[config.mk]
export PLATFORM = sky130hd
export DESIGN_NAME = zstr_arb
export DESIGN_NICKNAME = d
export VERILOG_FILES = /design/src/rtl/zstr_arb.sv
export SDC_FILE = /design/constraint.sdc
export NUM_CORES = 1
export LEC_CHECK = 0
export CORE_ASPECT_RATIO = 1.2
export CORE_UTILIZATION = 31
export DETAILED_ROUTE_END_ITERATION = 10
export PLACE_DENSITY = 0.83
export SETUP_SLACK_MARGIN = 0.2
export SKIP_CTS_REPAIR_TIMING = 1
export SYNTH_ARGS = -nofsm -noshare
export SYNTH_HDL_FRONTEND = slang
export SYNTH_SLANG_ARGS = --single-unit
[constraint.sdc]
create_clock -name z_clk -period 1.7 [get_ports z_clk]
set_input_delay 0.34 -clock z_clk [delete_from_list [all_inputs] [get_ports z_clk]]
set_output_delay 0.34 -clock z_clk [all_outputs]
set_load 0.01 [all_outputs]
[src/rtl/zstr_arb.sv]
// zstr_arb: round-robin merge of N zstr input streams onto one registered
// zstr output that carries the source index of each word with the word.
//
// Ports:
//   z_clk, z_rst_n         clock (rising edge), synchronous active-low reset
//   zi_vld[N], zi_bus[N*BW] per-port valid and bus (port i at [i*BW +: BW])
//   zi_ack[N]              per-port acknowledge, at most one bit set
//   zo_vld, zo_bus, zo_src output valid, bus and source index
//   zo_ack                 output acknowledge
//
// Build option: define ZSTR_ARB_LOCK_EN to hold the grant on one port
// from a word with bus[LB]=0 up to and including the next word with
// bus[LB]=1 (packet lock).

module zstr_arb #(
    parameter int N  = 4,
    parameter int BW = 32,
    parameter int SW = 2,
    parameter int LB = 31
) (
    input  logic            z_clk,
    input  logic            z_rst_n,
    input  logic [N-1:0]    zi_vld,
    input  logic [N*BW-1:0] zi_bus,
    output logic [N-1:0]    zi_ack,
    output logic            zo_vld,
    output logic [BW-1:0]   zo_bus,
    output logic [SW-1:0]   zo_src,
    input  logic            zo_ack
);

    logic          zo_vld_q, zo_vld_d;
    logic [BW-1:0] zo_bus_q, zo_bus_d;
    logic [SW-1:0] zo_src_q, zo_src_d;
    logic [SW-1:0] ptr_q, ptr_d;

    logic          oa;
    logic          sel_vld;
    logic [SW-1:0] win;
    logic [BW-1:0] sel_bus;
    logic          take;

`ifdef ZSTR_ARB_LOCK_EN
    logic          lock_q, lock_d;
    logic [SW-1:0] lidx_q, lidx_d;
`endif

    // Output register can take a new word when empty or being drained.
    assign oa = zo_ack | ~zo_vld_q;

    // Winner search starts one past the last served port and wraps.
    always_comb begin
        sel_vld = 1'b0;
        win     = '0;
        for (int k = 1; k <= N; k++) begin
            for (int i = 0; i < N; i++) begin
                if (!sel_vld && zi_vld[i] &&
                    ((int'(ptr_q) + k) % N) == i) begin
                    sel_vld = 1'b1;
                    win     = SW'(i);
                end
            end
        end
`ifdef ZSTR_ARB_LOCK_EN
        // A packet in flight owns the output, even when its port idles.
        if (lock_q) begin
            sel_vld = 1'b0;
            win     = lidx_q;
            for (int i = 0; i < N; i++) begin
                if (lidx_q == SW'(i)) begin
                    sel_vld = zi_vld[i];
                end
            end
        end
`endif
    end

    always_comb begin
        sel_bus = '0;
        for (int i = 0; i < N; i++) begin
            if (win == SW'(i)) begin
                sel_bus = zi_bus[i*BW +: BW];
            end
        end
    end

    // Reset gates the grant so no source sees a transfer in a reset cycle.
    assign take = oa & sel_vld & z_rst_n;

    always_comb begin
        zi_ack = '0;
        for (int i = 0; i < N; i++) begin
            if (take && win == SW'(i)) begin
                zi_ack[i] = 1'b1;
            end
        end
    end

    always_comb begin
        zo_vld_d = zo_vld_q;
        zo_bus_d = zo_bus_q;
        zo_src_d = zo_src_q;
        ptr_d    = ptr_q;
        if (oa) begin
            zo_vld_d = sel_vld;
            zo_bus_d = sel_bus;
            zo_src_d = win;
        end
        if (take) begin
            ptr_d = win;
        end
    end

`ifdef ZSTR_ARB_LOCK_EN
    always_comb begin
        lock_d = lock_q;
        lidx_d = lidx_q;
        if (take) begin
            if (!sel_bus[LB]) begin
                lock_d = 1'b1;
                lidx_d = win;
            end else begin
                lock_d = 1'b0;
            end
        end
    end
`else
    // Without packet lock the last-word marker has no meaning.
    logic lb_unused;
    assign lb_unused = sel_bus[LB];
`endif

    always_ff @(posedge z_clk) begin
        if (!z_rst_n) begin
            zo_vld_q <= 1'b0;
            zo_src_q <= '0;
            ptr_q    <= SW'(N-1);
`ifdef ZSTR_ARB_LOCK_EN
            lock_q   <= 1'b0;
            lidx_q   <= '0;
`endif
        end else begin
            zo_vld_q <= zo_vld_d;
            zo_src_q <= zo_src_d;
            ptr_q    <= ptr_d;
`ifdef ZSTR_ARB_LOCK_EN
            lock_q   <= lock_d;
            lidx_q   <= lidx_d;
`endif
        end
    end

    // Data path register carries no reset; zo_vld qualifies it.
    always_ff @(posedge z_clk) begin
        zo_bus_q <= zo_bus_d;
    end

    assign zo_vld = zo_vld_q;
    assign zo_bus = zo_bus_q;
    assign zo_src = zo_src_q;

endmodule

# Yosys cells after proc, flatten, opt, wreduce, memory -nomap -nowiden

Index checks and enable logic that the tools add are counted.

Bits of input ports: 135
Output and inout bits: 39
Logic and storage cells: 129
Register bits: 37

Muxes and demuxes: 39
Equal/unequal tests: 15
Reductions and logical operators: 59
Bitwise gates (word level): 8
Add/sub/neg operators: 4

Operators by type and width:

| operator              | count |
|---|---|
| $logic_not A32 Y1     | 4 |
| $mux W32              | 4 |
| $logic_and A1 B1 Y1   | 35 |
| $mux W2               | 14 |
| $eq A3 B3 Y1 const B  | 8 |
| $mux W1               | 21 |
| $logic_not A1 Y1      | 15 |
| $eq A3 B2 Y1 const B  | 4 |
| $reduce_or A2 Y1      | 4 |
| $add A2 B1 Y2 const B | 2 |
| $add A2 B2 Y2 const B | 2 |
| $and A1 B1 Y1 const A | 4 |
| $eq A2 B2 Y1 const B  | 2 |
| $and A1 B1 Y1         | 2 |
| $eq A2 B1 Y1 const B  | 1 |
| $logic_not A2 Y1      | 1 |
| $not A1 Y1            | 1 |
| $or A1 B1 Y1          | 1 |

# Depth between registers and ports, before layout

Gate-level depths: netlist of the first run.

Word-level depth: 71
Mapped depth: 7
Mapped depth without buffers: 4

# Worst setup path before layout of the first run

Ideal clock, no wire load.

Path type: register -> output
From: register ptr_q[1]
To: output zi_ack[0]
Path slack: -0.214 ns
Cell stages (with the launch flop): 7
Arrival: 1.574 ns
Path through: dfxtp_1 -> and3b_1 -> o32a_1 -> buf_2 -> buf_6 -> buf_6 -> nor3b_1

Word-level cells in the longest chain between the ends: 70
Elaborated cells on any way between the ends: 110
Those cells by class: add/sub (4); eq/ne (12); mux (32); bitwise (6); reduce/logical (56)

RTL lines:

| what                              | RTL line | RTL |
|---|---|---|
| start, declared                   | 35       | `logic [SW-1:0] ptr_q, ptr_d;` |
| start signal, assigned            | 137      | `ptr_q <= SW'(N-1);` |
| start signal, assigned            | 145      | `ptr_q <= ptr_d;` |
| $add A2 B1 Y2                     | 58       | `((int'(ptr_q) + k) % N) == i) begin` |
| $reduce_or A2 Y1 (no source line) | -        |  |
| $and A1 B1 Y1 (no source line)    | -        |  |
| $logic_not A32 Y1                 | 58       |  |
| $logic_and A1 B1 Y1               | 57       | `if (!sel_vld && zi_vld[i] &&` |
| $mux W1                           | 57       |  |
| $logic_not A1 Y1                  | 57       |  |
| $logic_and A1 B1 Y1 (2 in series) | 57       |  |
| [... 50 more ...]                 | -        |  |
| $logic_and A1 B1 Y1 (2 in series) | 57       |  |
| $mux W1                           | 57       |  |
| $logic_not A1 Y1                  | 57       |  |
| $logic_and A1 B1 Y1 (2 in series) | 57       |  |
| $mux W1                           | 57       |  |
| $and A1 B1 Y1 (2 in series)       | 88       | `assign take = oa & sel_vld & z_rst_n;` |
| $logic_and A1 B1 Y1 *             | 93       | `if (take && win == SW'(i)) begin` |
| $mux W1 *                         | 93       |  |
| end, declared                     | 25       | `output logic [N-1:0] zi_ack,` |

Every way passes the cells marked *; elsewhere a longest branch is shown, timed or not.

# Final worst setup path of the first run

From: register ptr_q[0]
To: output zi_ack[2]

Same word-level chain as after synthesis.

==> metrics.md, run 1 <==
| Metric | Value |
|---|---|
| CTS max path bufs | 2 |
| Wire per inst | 15.2 µm |
| Highest fanout seen on the critical path | 7 |
| Maximum vdd ir drop | 0.000409 V |
| Max-Cap Viols | 0 |
| Final setup margin | -0.198 ns |
| Final Skew | 0.00181 ns |
| Setup violators final | 35 |
| Cell variety after synth | 22 |
| Vias in the first global route | 2151 |
| Insertion delay to the later sink of the worst-skew pair | 0.28 ns |
| Path type of the worst min-delay path | reg -> reg |
| Die width | 80.3 µm |
| Final Max Slew Viols | 0 |
| Crit-path cells | and3b_1 -> o32a_4 -> and4_4 -> clkbuf_2 |
| Mapped Area | 2280 µm² |
| Final hold vios | 0 |
| Iter 0 DRT Violations | 17 |
| TritonCTS clock tree | done |
| Clk slew on worst S/H paths | 0.07 ns |
| Routed vias | 2158 |
| Crit path largest cell delay | 0.42 ns |
| Post-route ant nets | 0 |
| Mean Syn Cell Area | 13.0 µm² |
| Req. time, crit path | 1.36 ns |
| Total Power | 3.16 mW |
| Drt pass-1 iters | 4 |
| Crit path launch type | flip-flop |
| Failing checks | setup timing |
| CP Capture Type | output port |
| CP arrival | 1.56 ns |
| IO Pins | 174 |
| Worst R2R Path Depth | 5 |
| PwrDens | 708 nW/µm² |
| Die ar. | 7710 µm² |
| Initial antenna violation count | 0 |
| Total gr overflow | 0 |
| Post-route cell area | 4460 µm² |
| Vias per inst | 4.83 |
| IO buf count | 173 |
| H-tree depth | 2 |
| Clk root buf | clkbuf_8 |
| Placement Cell Area | 4190 µm² |
| Final Net Count | 494 |
| CTS sink cnt | 37 |
| Yosys reg bits | 37 |
| Share of cells above drive strength 1 | 0.106 |
| RD Place Congestion | 0.776 |
| Layout area overhead | 95.5% |
| Critical-path top delay cell | o32a_4 |
| Crit path kind | reg -> out |
| Fin crit period | 1.90 ns |
| Total length of routed wires | 6.81 mm |
| GRT Total Usage | 0.165 |
| Starting density of the core | 0.327 |
| Post-Synthesis Cells | 176 |
| Detailed Place HPWL | 5.31 mm |
| Die H | 96.0 µm |
| Status | finished, violations left |
| Post-Syn Nets | 311 |
| Fmax | 527 MHz |
| RSZ-0062 raised after global routing | true |
| Wire length of the first global-routing pass | 9.73 mm |
| Hold depth | 2 |
| Relative slew slack | 0.760 |
| N_diodes | 0 |
| Leak pwr | 2.14 nW |
| Part of the cycle the worst path needs | 1.12 |
| DRC Markers | 0 |
| Row count | 33 |
| Num CTS Buffers | 5 |
| Seq/Total Area, Yosys | 0.465 |
| Yosys warns | 0 |
| Worst slew pin tran | 0.361 ns |
| Pin count of the biggest net entering global routing | 35 |
| Core area | 6980 µm² |
[cell usage after synthesis]
library cell	instances	area, µm²
a211oi_1	1	7.51
a21oi_1	4	20.0
and3b_1	1	8.76
and4_1	1	8.76
buf_2	6	30.0
buf_4	4	30.0
buf_6	2	22.5
dfxtp_1	5	100
edfxtp_1	32	961
inv_1	2	7.51
mux2i_1	97	971
nand2_1	5	18.8
nand3_1	2	10.0
nor2_1	3	11.3
nor2b_1	3	18.8
nor3_1	1	5.00
nor3b_1	1	7.51
nor4_1	1	6.26
o211ai_1	1	7.51
o21ai_0	2	10.0
o221a_2	1	11.3
o32a_1	1	10.0
[metal layers]
layer,wire length (µm),global-route usage,vias up
met1,2480,0.162,1001
met3,475,0.0351,10
met4,118,0.0580,0
li1,-,-,1043
met5,0,0,-
met2,3730,0.331,104
[area by class of cell]
class	instances	area, µm²
Tap cell	87	109
Timing Repair Buffer	188	1990
Sequential cell	37	1060
Clock buffer	8	80.1
Fill cell	561	2510
Inverter	2	11.3
Multi-Input combinational cell	125	1210
[cell families after synthesis]
group | count (synthesis) | share of synthesized area
multiplexers | 97 | 0.425
AND/OR/NAND/NOR | 18 | 0.0416
flip-flops | 37 | 0.465
AO/OA/AOI/OAI | 10 | 0.0290
buffers and inverters | 14 | 0.0395
[sequential cells by signal, indices dropped and copies added, names as in the netlist]
register and flops:
zo_bus 32, zo_vld 1, zo_src 2, ptr_q 2
[power breakdown]
group	total (mW)	internal, mW	switching [mW]
registers	1.22	1.18	0.0365
logic	1.36	0.835	0.529
clock network	0.581	0.291	0.289
[path summary, 6_finish.rpt]
kind	startpoint	end	slack [ns]
setup reg to reg	ptr_q[0]	zo_bus[8]	-0.15
hold reg to reg	zo_src[1]	zo_src[1]	0.46
setup / recovery	ptr_q[0]	zi_ack[2]	-0.20
hold / removal	zo_src[1]	zo_src[1]	0.46
[placed cells by master (no fill, tap or decap), types with 2 or more instances in the layout]
master           netlist  layout
a21oi_1                4       4
buf_12                 0       4
buf_2                  6       3
buf_4                  4       8
clkbuf_1               0       3
clkbuf_8               0       6
clkdlybuf4s50_1        0     134
dfxtp_1                5       3
dfxtp_2                0       2
dlymetal6s2s_1         0      35
edfxtp_1              32      32
mux2i_1               97      96
nand2_1                5       4
nor2_1                 3       2
nor2b_4                0       2
o21ai_0                2       2
[worst max-delay path, delay by kind of cell, from the launching register on]
family | cells | cell delay (ns)
buffers and inverters | 1 | 0.12
AO/OA/AOI/OAI | 1 | 0.42
flip-flops | 1 | 0.36
AND/OR/NAND/NOR | 2 | 0.39
[per-stage QoR]
stage           util  TNS (ns)  worst slack [ns]  hold slack, ns  instances
5_1_grt        0.640     -6.59            -0.251           0.499        447
2_1_floorplan      -   -0.0452           -0.0312           0.412        176
3_5_place_dp   0.600    -28.64            -0.848           0.454        435
4_1_cts        0.612    -17.92            -0.841           0.463        443
6_report       0.640     -4.31            -0.198           0.458        447
3_3_place_gp   0.600    -26.56            -0.810           0.452        435
(Power assumes the default switching activity.)
==> run 2: changes to the inputs <==
- SETUP_SLACK_MARGIN: 0.2 -> default
==> metrics.md, run 2 (synthesized netlist as in run 1, its figures left out) <==
| Metric | Value |
|---|---|
| Status | finished, violations left |
| Failing checks | setup timing |
| Num CTS Buffers | 5 (unchanged) |
| Final Skew | 0.0110 ns (+0.00920 ns) |
| Total gr overflow | 0 (unchanged) |
| Detailed Place HPWL | 5.24 mm (-1.3%) |
| Initial antenna violation count | 0 (unchanged) |
| Post-route ant nets | 0 (unchanged) |
| H-tree depth | 2 (unchanged) |
| Met1 WL | 2.04 mm (-18%) |
| TritonCTS clock tree | done |
| Hold_ws | 0.470 ns (+0.0116 ns) |
| Worst slew pin tran | 0.562 ns (+0.202 ns) |
| Total length of routed wires | 6.56 mm (-3.7%) |
| Fill cells | 575 (+2.5%) |
| Final TNS setup | -5.30 ns (-0.981 ns) |
| Vias in the first global route | 2128 (-1.1%) |
| Met2 wire len | 3.86 mm (+3.5%) |
| Final Max Slew Viols | 0 (unchanged) |
| Die H | 96.0 µm (unchanged) |
| Crit path launch type | flip-flop |
| Row count | 33 (unchanged) |
| Met3 wire length | 561 µm (+18%) |
| Most frequent cells in the layout | 165 x clkdlybuf4s50_1, 97 x mux2i_1, 32 x edfxtp_1 |
| RD Place Congestion | 0.790 (+1.8%) |
| Vias per inst | 4.77 (-1.1%) |
| Clk root buf | clkbuf_8 |
| Wire per inst | 14.7 µm (-3.2%) |
| Insertion delay to the later sink of the worst-skew pair | 0.28 ns (about the same) |
| Iter 0 DRT Violations | 26 (+9) |
| CTS max path bufs | 2 (unchanged) |
| IO Pins | 174 (unchanged) |
| CP Capture Type | output port |
| Crit path kind | reg -> out |
| Starting density of the core | 0.327 (unchanged) |
| Setup violators final | 36 (+2.9%) |
| Drt pass-1 iters | 4 (unchanged) |
| Clk slew on worst S/H paths | 0.08 ns (about the same) |
| Max-Cap Viols | 0 (unchanged) |
| Core area | 6980 µm² (unchanged) |
| Final setup margin | -0.250 ns (-0.0525 ns) |
| Max FFs per register | 32 (unchanged) |
| Hold depth | 2 (unchanged) |
| Wire length of the first global-routing pass | 9.45 mm (-2.9%) |
| Leak pwr | 1.81 nW (-15%) |
| CTS sink cnt | 37 (unchanged) |
| Relative slew slack | 0.625 (-0.134) |
| Final Util | 0.620 (-0.0199) |
| PwrDens | 723 nW/µm² (+2.1%) |
| N_diodes | 0 (unchanged) |
| CP arrival | 1.61 ns (+0.05 ns) |
| Final Net Count | 493 (-0.20%) |
| Fin crit period | 1.95 ns (+0.0525 ns) |
| Final hold vios | 0 (unchanged) |
| GRT Total Usage | 0.162 (-0.00265) |
| Commonest non-fill, non-tap cell in the layout | clkdlybuf4s50_1 |
| Part of the cycle the worst path needs | 1.15 (+0.0309) |
| RSZ-0062 raised after global routing | true |
| Die width | 80.3 µm (unchanged) |
| Share of cells above drive strength 1 | 0.101 (-0.00500) |
| Maximum vdd ir drop | 0.000354 V (-13%) |
| Routed vias | 2124 (-1.6%) |
| Pin count of the biggest net entering global routing | 36 (+2.9%) |
| Die ar. | 7710 µm² (unchanged) |
| Worst R2R Path Depth | 5 (unchanged) |
| Req. time, crit path | 1.36 ns (about the same) |
| DR top layer | met4 |
| Fmax | 513 MHz (-2.7%) |
| Path type of the worst min-delay path | reg -> reg |
| Layout area overhead | 89.4% |
| DRC Markers | 0 (unchanged) |
| Highest fanout seen on the critical path | 7 (unchanged) |
| IO buf count | 173 (unchanged) |
## run 2: final timing paths
kind | start | to | slack, ns
max | ptr_q[1] | zi_ack[0] | -0.25
min | zo_src[1] | zo_src[1] | 0.47
max reg2reg | ptr_q[1] | zo_bus[9] | -0.18
min reg2reg | zo_src[1] | zo_src[1] | 0.47
## run 2: per-layer routing
metal | up-vias | GRT usage
met5 | - | 0
met4 | 0 | 0.0729
met3 | 8 | 0.0445
met2 | 104 | 0.328
met1 | 972 | 0.145
li1 | 1040 | -
## run 2: cell type report
| class | count | area, µm² | share of cell area |
|---|---|---|---|
| Multi-Input combinational cell | 125 | 1210 | 0.281 |
| Timing Repair Buffer | 187 | 1850 | 0.428 |
| Sequential cell | 37 | 1070 | 0.246 |
| Clock inverter | 1 | 3.75 | 0.000868 |
| Inverter | 2 | 7.51 | 0.00174 |
| Clock buffer | 6 | 72.6 | 0.0168 |
| Tap cell | 87 | 109 | 0.0252 |
## run 2: where the power goes
group | internal (mW) | total (mW) | leakage, nW | switching (mW)
Sequential | 1.18 | 1.23 | 0.368 | 0.0471
Clock | 0.276 | 0.562 | 0.0387 | 0.285
Combinational | 0.827 | 1.34 | 1.41 | 0.510
## run 2: stage by stage
| stage | setup WS, ns | area, µm² | cells | power, mW |
|---|---|---|---|---|
| 3_3_place_gp | -0.805 | 4160 | 434 | 2.53 |
| 3_5_place_dp | -0.858 | 4160 | 434 | 2.56 |
| 2_1_floorplan | -0.0312 | 2330 | 176 | 1.88 |
| 5_1_grt | -0.308 | 4330 | 445 | 3.29 |
| 6_report | -0.250 | 4330 | 445 | 3.13 |
| 4_1_cts | -0.856 | 4230 | 441 | 3.13 |
## run 2: worst max-delay path, stage by stage (launching register included)
cell and delay, ns:
dfxtp_4 0.38, and3b_1 0.18, o32a_4 0.34, buf_6 0.13, nor3b_4 0.14, buf_2 0.15
